`src/rtl/raster_pkg.sv`:
```
// Shared types and default sizes for the raster dispatch controller.
// The flush marker constant is common with the triangle gatherer.
package raster_pkg;

    typedef enum logic [2:0] {
        S_IDLE  = 3'd0,
        S_REQ   = 3'd1,
        S_START = 3'd2,
        S_RUN   = 3'd3,
        S_DRAIN = 3'd4
    } rd_state_e;

    localparam int RD_CNT_W       = 16;
    localparam int RD_STALL_W     = 10;
    localparam int RD_STALL_LIMIT = 1023;

    localparam logic [95:0] TRI_FLUSH_MARKER = {96{1'b1}};

    function automatic logic is_flush_marker(input logic [95:0] v);
        return v == TRI_FLUSH_MARKER;
    endfunction

endpackage

```
`src/rtl/raster_dispatch_ctrl_sat_counter.sv`:
```
// Up-counter with synchronous clear that holds at its maximum value.
module sat_counter #(
    parameter int W = 8
) (
    input  logic         clk,
    input  logic         rst_n,
    input  logic         i_inc,
    input  logic         i_clr,
    output logic [W-1:0] o_q
);

    logic [W-1:0] r_q;

    always_ff @(posedge clk or negedge rst_n) begin
        if (!rst_n) begin
            r_q <= '0;
        end else if (i_clr) begin
            r_q <= '0;
        end else if (i_inc && (r_q != {W{1'b1}})) begin
            r_q <= r_q + 1'b1;
        end
    end

    assign o_q = r_q;

endmodule

```
`src/rtl/raster_dispatch_ctrl.sv`:
```
// Hands one gathered triangle at a time to the rasterizer, counts
// triangles per frame and turns the gatherer flush into frame_done.
module raster_dispatch_ctrl
    import raster_pkg::*;
#(
    parameter int CNT_W       = RD_CNT_W,
    parameter int STALL_W     = RD_STALL_W,
    parameter int STALL_LIMIT = RD_STALL_LIMIT
) (
    input  logic             clk,
    input  logic             rst_n,
    input  logic             en,
    input  logic             tri_ready,
    input  logic             tri_flush,
    output logic             dequeue,
    output logic             rast_start,
    input  logic             rast_busy,
    input  logic             rast_done,
    output logic             frame_done,
    output logic [CNT_W-1:0] tri_count,
    output logic [CNT_W-1:0] frame_tri_count,
    output logic             stall,
    output logic [2:0]       state_dbg
);

    rd_state_e          r_state;
    rd_state_e          w_next;
    logic               r_dequeue;
    logic               r_rast_start;
    logic               r_frame_done;
    logic               r_stall;
    logic               r_flush_pend;
    logic [CNT_W-1:0]   r_frame_tri_count;
    logic [CNT_W-1:0]   w_tri_count;
    logic [STALL_W-1:0] w_stall_t;
    logic               w_in_req;
    logic               w_cnt_inc;
    logic               w_drain_fire;
    logic               w_stall_hit;

    assign w_in_req     = (r_state == S_REQ);
    assign w_cnt_inc    = (r_state == S_RUN) && rast_done;
    assign w_drain_fire = (r_state == S_DRAIN) && !rast_busy;
    // Compare against LIMIT-1 so stall rises on the edge the timer hits LIMIT
    assign w_stall_hit  = w_in_req &&
                          (w_stall_t >= STALL_W'(STALL_LIMIT - 1));

    sat_counter #(.W(CNT_W)) u_tri_cnt (
        .clk   (clk),
        .rst_n (rst_n),
        .i_inc (w_cnt_inc),
        .i_clr (w_drain_fire),
        .o_q   (w_tri_count)
    );

    sat_counter #(.W(STALL_W)) u_stall_tmr (
        .clk   (clk),
        .rst_n (rst_n),
        .i_inc (w_in_req),
        .i_clr (!w_in_req),
        .o_q   (w_stall_t)
    );

    always_comb begin
        w_next = r_state;
        unique case (r_state)
            S_IDLE: begin
                if (tri_ready)         w_next = S_START;
                else if (r_flush_pend) w_next = S_DRAIN;
                else if (en)           w_next = S_REQ;
            end
            S_REQ: begin
                if (tri_ready)      w_next = S_START;
                else if (tri_flush) w_next = S_DRAIN;
                else if (!en)       w_next = S_IDLE;
            end
            S_START: w_next = S_RUN;
            S_RUN: begin
                if (rast_done) begin
                    if (r_flush_pend || tri_flush) w_next = S_DRAIN;
                    else if (en)                   w_next = S_REQ;
                    else                           w_next = S_IDLE;
                end
            end
            S_DRAIN: begin
                if (!rast_busy) w_next = S_IDLE;
            end
            default: w_next = S_IDLE;
        endcase
    end

    always_ff @(posedge clk or negedge rst_n) begin
        if (!rst_n) begin
            r_state           <= S_IDLE;
            r_dequeue         <= 1'b0;
            r_rast_start      <= 1'b0;
            r_frame_done      <= 1'b0;
            r_stall           <= 1'b0;
            r_flush_pend      <= 1'b0;
            r_frame_tri_count <= '0;
        end else begin
            r_state      <= w_next;
            r_dequeue    <= (w_next == S_REQ);
            r_rast_start <= (w_next == S_START);
            r_frame_done <= w_drain_fire;
            if (w_drain_fire) begin
                r_frame_tri_count <= w_tri_count;
            end
            if (w_drain_fire) begin
                r_flush_pend <= 1'b0;
            end else if (tri_flush && (r_state != S_DRAIN)) begin
                r_flush_pend <= 1'b1;
            end
            if (tri_ready) begin
                r_stall <= 1'b0;
            end else if (w_stall_hit) begin
                r_stall <= 1'b1;
            end
        end
    end

    assign dequeue         = r_dequeue;
    assign rast_start      = r_rast_start;
    assign frame_done      = r_frame_done;
    assign tri_count       = w_tri_count;
    assign frame_tri_count = r_frame_tri_count;
    assign stall           = r_stall;
    assign state_dbg       = r_state;

endmodule

```
`config.mk`:
```
export PLATFORM = sky130hd
export DESIGN_NAME = raster_dispatch_ctrl
export DESIGN_NICKNAME = d
export VERILOG_FILES = /design/src/rtl/raster_pkg.sv /design/src/rtl/raster_dispatch_ctrl_sat_counter.sv /design/src/rtl/raster_dispatch_ctrl.sv
export SDC_FILE = /design/constraint.sdc
export NUM_CORES = 1
export LEC_CHECK = 0
export ABC_AREA = 1
export CORE_UTILIZATION = 43
export CTS_BUF_LIST = sky130_fd_sc_hd__clkbuf_16
export CTS_CLUSTER_SIZE = 20
export DETAILED_ROUTE_END_ITERATION = 16
export PLACE_DENSITY = 0.76
export RECOVER_POWER = 50
export SLEW_MARGIN = 20
export SYNTH_ARGS = -nofsm -noshare
export SYNTH_HDL_FRONTEND = slang
export SYNTH_SLANG_ARGS = --single-unit
```
`constraint.sdc`:
```
create_clock -name clk -period 3.15 [get_ports clk]
set_input_delay 0.63 -clock clk [delete_from_list [all_inputs] [get_ports clk]]
set_output_delay 0.63 -clock clk [all_outputs]
set_load 0.01 [all_outputs]
```
==> run_summary.xml, run 1 <==
<?xml version="1.0" encoding="UTF-8"?>
<metrics>
  <group name="layout">
    <metric name="area_growth_from_synthesis_to_final_layout" unit="%">26.2</metric>
    <metric name="final_net_count" unit="">387</metric>
    <metric name="cell_area_after_layout" unit="mm2">0.00322</metric>
    <metric name="final_cell_mix" unit="">sky130_fd_sc_hd__nand2_1 (118), sky130_fd_sc_hd__dfrtp_1 (50), sky130_fd_sc_hd__clkdlybuf4s50_1 (43), sky130_fd_sc_hd__nor2_1 (31), sky130_fd_sc_hd__inv_1 (31)</metric>
    <metric name="layout_commonest_cell" unit="">sky130_fd_sc_hd__nand2_1</metric>
    <metric name="number_of_diodes_added_for_antenna_fixing" unit="">0</metric>
    <metric name="drive_above_1_share" unit="%">5.03</metric>
  </group>
  <group name="timing">
    <metric name="final.setup.worst_slack" unit="ns">0.989</metric>
    <metric name="max_slew_margin" unit="%">-22.3</metric>
    <metric name="rsz0062_at_grt" unit="">false</metric>
    <metric name="min_period" unit="ns">2.16</metric>
    <metric name="final_sum_of_negative_setup_slack" unit="ns">0</metric>
    <metric name="setup_viol" unit="">0</metric>
    <metric name="fin_worst_skew" unit="ns">0.00920</metric>
    <metric name="timing.final.max_slew_violations" unit="">35</metric>
    <metric name="hold_viol_final" unit="">0</metric>
    <metric name="achievable-frequency" unit="MHz">463</metric>
    <metric name="timing_worst_slew_pin_value" unit="ns">1.83</metric>
    <metric name="final_cycle_utilization_of_the_critical_path" unit="%">68.6</metric>
    <metric name="finalHoldWorstSlack" unit="ns">0.483</metric>
  </group>
  <group name="clocking">
    <metric name="tritoncts" unit="">done</metric>
    <metric name="cts-root-buf" unit="">sky130_fd_sc_hd__clkbuf_16</metric>
    <metric name="clock_latency" unit="ns">0.29</metric>
    <metric name="clock_tree.buffer_depth" unit="">2</metric>
    <metric name="tritoncts_num_sinks" unit="">50</metric>
    <metric name="htree_num_levels" unit="">2</metric>
    <metric name="postCtsSetupRepairBufs" unit="">0</metric>
    <metric name="path_clk_slew" unit="ns">0.07</metric>
    <metric name="cts_made_buffers" unit="">5</metric>
    <metric name="holdBufCountCts" unit="">0</metric>
    <metric name="count_of_cells_resized_by_post_cts_repair" unit="">0</metric>
  </group>
  <group name="drt">
    <metric name="drt_iter0_drc" unit="">136</metric>
    <metric name="vias" unit="">2310</metric>
    <metric name="post-route-drc-count" unit="">0</metric>
    <metric name="drt-wirelength-per-cell" unit="um">13.3</metric>
    <metric name="vias_per_cell" unit="">5.13</metric>
    <metric name="first_pass_iters" unit="">4</metric>
    <metric name="antenna_violating_nets_remaining" unit="">0</metric>
    <metric name="drt_wl_total" unit="mm">5.99</metric>
  </group>
  <group name="synth">
    <metric name="synth-seq-cells" unit="">50</metric>
    <metric name="netlist-cell-type-count" unit="">29</metric>
    <metric name="gate_count_post_synth" unit="">330</metric>
    <metric name="synth_compound_gate_area_share" unit="%">6.68</metric>
    <metric name="post_synth_mux_area_share" unit="%">0</metric>
    <metric name="synth.cell_area" unit="mm2">0.00255</metric>
    <metric name="synth-simple-area-share" unit="%">35.2</metric>
    <metric name="syn-num-nets" unit="">340</metric>
    <metric name="post_synth_fa_ha_maj_area_fraction" unit="%">1.47</metric>
    <metric name="synth_xor_xnor_area_share" unit="%">1.03</metric>
    <metric name="dominant_combinational_cell_family_by_area_after_synthesis" unit="">simple AND/OR/NAND/NOR gates</metric>
    <metric name="ys.warnings.count" unit="">0</metric>
    <metric name="seq_area_frac_synth" unit="%">49.1</metric>
    <metric name="syn-mean-instance-area" unit="um2">7.72</metric>
  </group>
  <group name="floorplan">
    <metric name="num_rows" unit="">27</metric>
    <metric name="initial_core_util" unit="%">45.4</metric>
    <metric name="die_width" unit="um">79.0</metric>
    <metric name="core_region" unit="mm2">0.00561</metric>
    <metric name="fp.dieH" unit="um">79.0</metric>
    <metric name="io_pins" unit="">46</metric>
    <metric name="die_area" unit="mm2">0.00624</metric>
  </group>
  <group name="placed_design">
    <metric name="place_worst_setup_slack" unit="ns">1.04</metric>
    <metric name="io_buffer_count" unit="">45</metric>
    <metric name="hpwlAfterDp" unit="mm">4.27</metric>
    <metric name="place_area" unit="mm2">0.00306</metric>
    <metric name="gp_routability_congestion" unit="">0.852</metric>
  </group>
  <group name="setup_path">
    <metric name="critical_path.endpoint_type" unit="">register</metric>
    <metric name="startpoint_type_of_the_worst_setup_path" unit="">register</metric>
    <metric name="crit_type" unit="">register to register</metric>
    <metric name="critical_path_arrival" unit="ns">2.34</metric>
    <metric name="cp.required" unit="ns">3.33</metric>
    <metric name="timing.critical_path.fanout_max" unit="">13</metric>
  </group>
  <group name="run_status">
    <metric name="run_status" unit="">finished with violations</metric>
    <metric name="violated_checks" unit="">capacitance limit, slew limit</metric>
  </group>
  <group name="grt">
    <metric name="gr-usage-all-layers" unit="%">20.8</metric>
    <metric name="global_route.overflow_total" unit="">0</metric>
    <metric name="grt_pass1_vias" unit="">2149</metric>
    <metric name="grt_start_max_net_pins" unit="">44</metric>
    <metric name="number_of_antenna_violations_at_the_first_check_in_global_routing" unit="">0</metric>
    <metric name="wire_length_of_the_first_global_routing_pass" unit="mm">10.1</metric>
  </group>
  <group name="min_path">
    <metric name="hold_path_class" unit="">register to register</metric>
  </group>
  <group name="power">
    <metric name="static-leakage-power" unit="nW">1.52</metric>
    <metric name="p_per_area" unit="mW/mm2">576</metric>
    <metric name="highest_ir_drop_seen_on_vdd" unit="uV">376</metric>
  </group>
  <group name="run">
    <metric name="max_capacitance_violation_count" unit="">1</metric>
  </group>
</metrics>
==> metrics by stage <==
stage | util (%) | std cells | total power [W]
after floorplan | - | 330 | 0.00106
after global placement | 54.6 | 442 | 0.00125
after detailed placement | 54.6 | 442 | 0.00127
after CTS | 57.6 | 450 | 0.00187
after global routing | 57.4 | 450 | 0.00196
final | 57.4 | 450 | 0.00185
==> worst max-delay path, stage by stage (launching register included) <==
cell                      delay, ns
sky130_fd_sc_hd__dfrtp_1       0.43
sky130_fd_sc_hd__inv_1         0.08
sky130_fd_sc_hd__nor3_1        0.98
sky130_fd_sc_hd__nand3_1       0.15
sky130_fd_sc_hd__o21ai_0       0.15
sky130_fd_sc_hd__nand2_1       0.11
sky130_fd_sc_hd__nand2_1       0.10
sky130_fd_sc_hd__nor2_1        0.05
==> registers in the layout (all words and copies together), names as in the netlist <==
name / flops
dequeue: 1
frame_done: 1
frame_tri_count: 16
r_flush_pend: 1
rast_start: 1
stall: 1
state_dbg: 3
u_stall_tmr.o_q: 10
u_tri_cnt.o_q: 16
==> layout make-up <==
class / instances / area, um2
clock buffer: 5 / 125
clock inverter: 3 / 41.3
fill: 518 / 2390
inverter: 33 / 124
multi-input combinational: 239 / 1130
sequential: 50 / 1250
tap: 72 / 90.1
timing repair buffer: 48 / 459
==> metal layers <==
layer	track usage, %	wire [um]	vias up
li1	-	-	1165
met1	28.1	2760	1072
met2	33.9	2840	66
met3	4.71	330	7
met4	4.91	48	0
met5	0	0	-
==> where the power goes <==
group          switching [W]  internal, W
Clock               0.000229     0.000372
Combinational       0.000266     0.000195
Sequential         0.0000789     0.000714
Total               0.000574      0.00128
==> worst paths after layout <==
path | startpoint | end | slack [ns] | depth (start not counted)
worst min register to register | frame_tri_count[15] | frame_tri_count[15] | 0.48 | 2
worst max-delay path | state_dbg[0] | rast_start | 0.99 | 7
min in group asynchronous | rst_n | u_stall_tmr.o_q[9] | 0.83 | 1
worst max register to register | state_dbg[0] | rast_start | 0.99 | 7
max in group asynchronous | rst_n | frame_tri_count[5] | 1.09 | 2
worst min-delay path | frame_tri_count[15] | frame_tri_count[15] | 0.48 | 2
==> cell families after synthesis <==
| group | Yosys count |
|---|---|
| compound gates | 31 |
| buf+inv | 41 |
| simple gates | 202 |
| flops | 50 |
| fa+ha+maj | 3 |
| xor+xnor | 3 |
==> cells in the mapped netlist <==
cell	count	area [um2]
sky130_fd_sc_hd__xor2_1	3	26.3
sky130_fd_sc_hd__a21oi_1	4	20.0
sky130_fd_sc_hd__nand2_2	1	6.26
sky130_fd_sc_hd__buf_2	1	5.00
sky130_fd_sc_hd__nor2_4	3	33.8
sky130_fd_sc_hd__a31oi_1	5	31.3
sky130_fd_sc_hd__dfrtp_1	50	1250
sky130_fd_sc_hd__nor3_2	1	10.0
sky130_fd_sc_hd__nor3_1	4	20.0
sky130_fd_sc_hd__o21ai_1	3	15.0
sky130_fd_sc_hd__or2_2	2	12.5
sky130_fd_sc_hd__nand4_1	19	119
sky130_fd_sc_hd__inv_2	4	15.0
sky130_fd_sc_hd__buf_4	1	7.51
sky130_fd_sc_hd__nor2_1	31	116
sky130_fd_sc_hd__clkbuf_1	5	18.8
sky130_fd_sc_hd__o211ai_1	1	7.51
sky130_fd_sc_hd__buf_6	1	11.3
sky130_fd_sc_hd__nand3_1	20	100
sky130_fd_sc_hd__nand2_1	118	443
sky130_fd_sc_hd__o31ai_1	1	7.51
sky130_fd_sc_hd__inv_1	29	109
sky130_fd_sc_hd__ha_1	3	37.5
sky130_fd_sc_hd__a22oi_1	1	7.51
sky130_fd_sc_hd__nand3_2	1	10.0
sky130_fd_sc_hd__nor2_8	1	20.0
sky130_fd_sc_hd__o21ai_0	15	75.1
sky130_fd_sc_hd__o22ai_1	1	6.26
sky130_fd_sc_hd__and3_1	1	6.26
Power figures use the tool's default switching activity.
==> run 2: changes to the inputs <==
--- a/config.mk
+++ b/config.mk
@@ -10,7 +10,7 @@
 export CTS_BUF_LIST = sky130_fd_sc_hd__clkbuf_16
 export CTS_CLUSTER_SIZE = 20
 export DETAILED_ROUTE_END_ITERATION = 16
-export PLACE_DENSITY = 0.76
+export PLACE_DENSITY = 0.79
 export RECOVER_POWER = 50
 export SLEW_MARGIN = 20
 export SYNTH_ARGS = -nofsm -noshare
==> constraint.sdc (replaced) <==
create_clock -name clk -period 1.9 [get_ports clk]
set_input_delay 0.38 -clock clk [delete_from_list [all_inputs] [get_ports clk]]
set_output_delay 0.38 -clock clk [all_outputs]
set_load 0.01 [all_outputs]
==> run 2 against run 1 <==
  * The run now ends clean
  * Clock power grew 48%
  * Clock-buffer cell count is the same
  * Via count grew 4.3%
  * Die area is the same
  * Critical path depth shrank 6
  * Sequential power grew 61%
  * First-iteration DRC count grew 40%
  * Sequential cell count is the same
  * Final area grew 1.1%
  * Routed wire length grew 1.7%
  * Critical endpoint is now tri_count[6]
==> run_summary.xml, run 2 (same netlist as run 1, synthesis figures left out) <==
<?xml version="1.0" encoding="UTF-8"?>
<metrics>
  <group name="min_path">
    <metric name="hold_path_class" unit="">input port to async pin</metric>
  </group>
  <group name="placed_design">
    <metric name="hpwlAfterDp" unit="mm">4.49</metric>
    <metric name="place_area" unit="mm2">0.00312</metric>
    <metric name="gp_routability_congestion" unit="">0.860</metric>
    <metric name="io_buffer_count" unit="">45</metric>
  </group>
  <group name="clocking">
    <metric name="tritoncts_num_sinks" unit="">50</metric>
    <metric name="postCtsSetupRepairBufs" unit="">0</metric>
    <metric name="htree_num_levels" unit="">2</metric>
    <metric name="clock_tree.buffer_depth" unit="">2</metric>
    <metric name="cts-root-buf" unit="">sky130_fd_sc_hd__clkbuf_16</metric>
    <metric name="count_of_cells_resized_by_post_cts_repair" unit="">0</metric>
    <metric name="holdBufCountCts" unit="">0</metric>
    <metric name="clock_latency" unit="ns">0.29</metric>
    <metric name="tritoncts" unit="">done</metric>
    <metric name="cts_made_buffers" unit="">5</metric>
    <metric name="path_clk_slew" unit="ns">0.07</metric>
  </group>
  <group name="drt">
    <metric name="first_pass_iters" unit="">4</metric>
    <metric name="vias" unit="">2410</metric>
    <metric name="drt_iter0_drc" unit="">191</metric>
    <metric name="antenna_violating_nets_remaining" unit="">0</metric>
    <metric name="drt-wirelength-per-cell" unit="um">13.4</metric>
    <metric name="drt_wl_total" unit="mm">6.09</metric>
    <metric name="vias_per_cell" unit="">5.29</metric>
    <metric name="post-route-drc-count" unit="">0</metric>
  </group>
  <group name="timing">
    <metric name="hold_viol_final" unit="">0</metric>
    <metric name="achievable-frequency" unit="MHz">568</metric>
    <metric name="max_slew_margin" unit="%">15.3</metric>
    <metric name="min_period" unit="ns">1.76</metric>
    <metric name="setup_viol" unit="">0</metric>
    <metric name="rsz0062_at_grt" unit="">false</metric>
    <metric name="timing_worst_slew_pin_value" unit="ns">1.27</metric>
    <metric name="final_cycle_utilization_of_the_critical_path" unit="%">92.7</metric>
    <metric name="final_sum_of_negative_setup_slack" unit="ns">0</metric>
    <metric name="timing.final.max_slew_violations" unit="">0</metric>
    <metric name="fin_worst_skew" unit="ns">0.00339</metric>
  </group>
  <group name="grt">
    <metric name="grt_pass1_vias" unit="">2285</metric>
    <metric name="number_of_antenna_violations_at_the_first_check_in_global_routing" unit="">0</metric>
    <metric name="global_route.overflow_total" unit="">0</metric>
    <metric name="gr-usage-all-layers" unit="%">21.9</metric>
    <metric name="wire_length_of_the_first_global_routing_pass" unit="mm">10.6</metric>
    <metric name="grt_start_max_net_pins" unit="">29</metric>
  </group>
  <group name="layout">
    <metric name="drive_above_1_share" unit="%">6.51</metric>
    <metric name="number_of_filler_instances_in_the_final_layout" unit="">518</metric>
    <metric name="area_growth_from_synthesis_to_final_layout" unit="%">27.6</metric>
    <metric name="multiInputGateArea" unit="mm2">0.00113</metric>
    <metric name="final_net_count" unit="">393</metric>
    <metric name="final_cell_mix" unit="">sky130_fd_sc_hd__nand2_1 (118), sky130_fd_sc_hd__dfrtp_1 (50), sky130_fd_sc_hd__clkdlybuf4s50_1 (44), sky130_fd_sc_hd__nor2_1 (31), sky130_fd_sc_hd__inv_1 (31)</metric>
    <metric name="cell_area_after_layout" unit="mm2">0.00325</metric>
    <metric name="ff_latch_area" unit="mm2">0.00125</metric>
    <metric name="number_of_diodes_added_for_antenna_fixing" unit="">0</metric>
    <metric name="layout_commonest_cell" unit="">sky130_fd_sc_hd__nand2_1</metric>
  </group>
  <group name="power">
    <metric name="p_per_area" unit="mW/mm2">932</metric>
    <metric name="static-leakage-power" unit="nW">1.53</metric>
    <metric name="highest_ir_drop_seen_on_vdd" unit="uV">529</metric>
  </group>
  <group name="floorplan">
    <metric name="die_area" unit="mm2">0.00624</metric>
    <metric name="io_pins" unit="">46</metric>
    <metric name="num_rows" unit="">27</metric>
    <metric name="initial_core_util" unit="%">45.4</metric>
    <metric name="fp.dieH" unit="um">79.0</metric>
    <metric name="core_region" unit="mm2">0.00561</metric>
    <metric name="die_width" unit="um">79.0</metric>
  </group>
  <group name="setup_path">
    <metric name="cp.required" unit="ns">1.52</metric>
    <metric name="crit-reg2reg-capture" unit="">rast_start</metric>
    <metric name="cp_cell_sequence" unit="">clkdlybuf4s50_1</metric>
    <metric name="crit_family" unit="">buffers and inverters</metric>
    <metric name="critical_path.endpoint_type" unit="">output pin</metric>
    <metric name="critPathSlowestCell" unit="">sky130_fd_sc_hd__clkdlybuf4s50_1</metric>
    <metric name="worst_path_largest_cell_delay" unit="ns">0.59</metric>
    <metric name="timing.critical_path.fanout_max" unit="">6</metric>
    <metric name="r2r_slack" unit="ns">0.23</metric>
    <metric name="worstSetupStartpoint" unit="">u_tri_cnt.o_q[6]</metric>
    <metric name="rr_worst_depth" unit="">8</metric>
    <metric name="crit_type" unit="">register to output pin</metric>
    <metric name="cp.buffers_inverters" unit="">1</metric>
    <metric name="reg2reg_from" unit="">state_dbg[1]</metric>
    <metric name="critical_path_arrival" unit="ns">1.38</metric>
    <metric name="startpoint_type_of_the_worst_setup_path" unit="">register</metric>
  </group>
  <group name="run_status">
    <metric name="run_status" unit="">finished clean</metric>
  </group>
  <group name="run">
    <metric name="max_capacitance_violation_count" unit="">0</metric>
  </group>
</metrics>
run 2: cell type report:
cell class	instances	share of cell area, %
flip-flops and latches	50	38.5
multi-input cells	239	34.8
repair buffers	54	15.7
clock buffers	5	3.85
inverters	33	3.81
well taps	72	2.77
clock inverters	3	0.654
run 2: where the power goes:
part / leakage [nW] / switching [W] / internal, W / total, W
combinational: 0.779 / 0.000485 / 0.000374 / 0.000860
clock: 0.0698 / 0.000403 / 0.000488 / 0.000891
sequential: 0.684 / 0.0000978 / 0.00118 / 0.00128
total: 1.53 / 0.000986 / 0.00205 / 0.00303
run 2: worst max path at each step:
stage	to	cells past startpoint	slack [ns]
floorplan	u_tri_cnt.o_q[13]	10	0.32
global placement	u_tri_cnt.o_q[7]	6	0.19
detailed placement	u_tri_cnt.o_q[3]	6	0.16
CTS	tri_count[6]	1	0.15
global route	rast_start	9	0.06
finish	tri_count[6]	1	0.14
run 2: layer usage:
layer	part of all wire, %	global-route usage, %	routed length (um)
met1	43	28.9	2630
met5	0	0	0
met3	7.1	4.71	435
met2	49	35.9	2980
met4	0.72	7.09	44
run 2: metrics by stage:
step | power (W) | setup slack [ns] | util (%) | hold slack, ns | instances
floorplan | 0.00177 | 0.318 | - | 0.0844 | 330
global placement | 0.00215 | 0.192 | 55.7 | 0.391 | 448
detailed placement | 0.00217 | 0.162 | 55.7 | 0.396 | 448
CTS | 0.00307 | 0.153 | 58.3 | 0.0825 | 456
global route | 0.00320 | 0.0602 | 58.0 | 0.462 | 456
finish | 0.00303 | 0.140 | 58.0 | 0.344 | 456
run 2: worst register-to-register path, delay by kind of cell, from the launching register on:
family	cells	cell delay [ns]
and+or+nand+nor	5	0.55
DFF	1	0.42
buffers and inverters	3	0.65
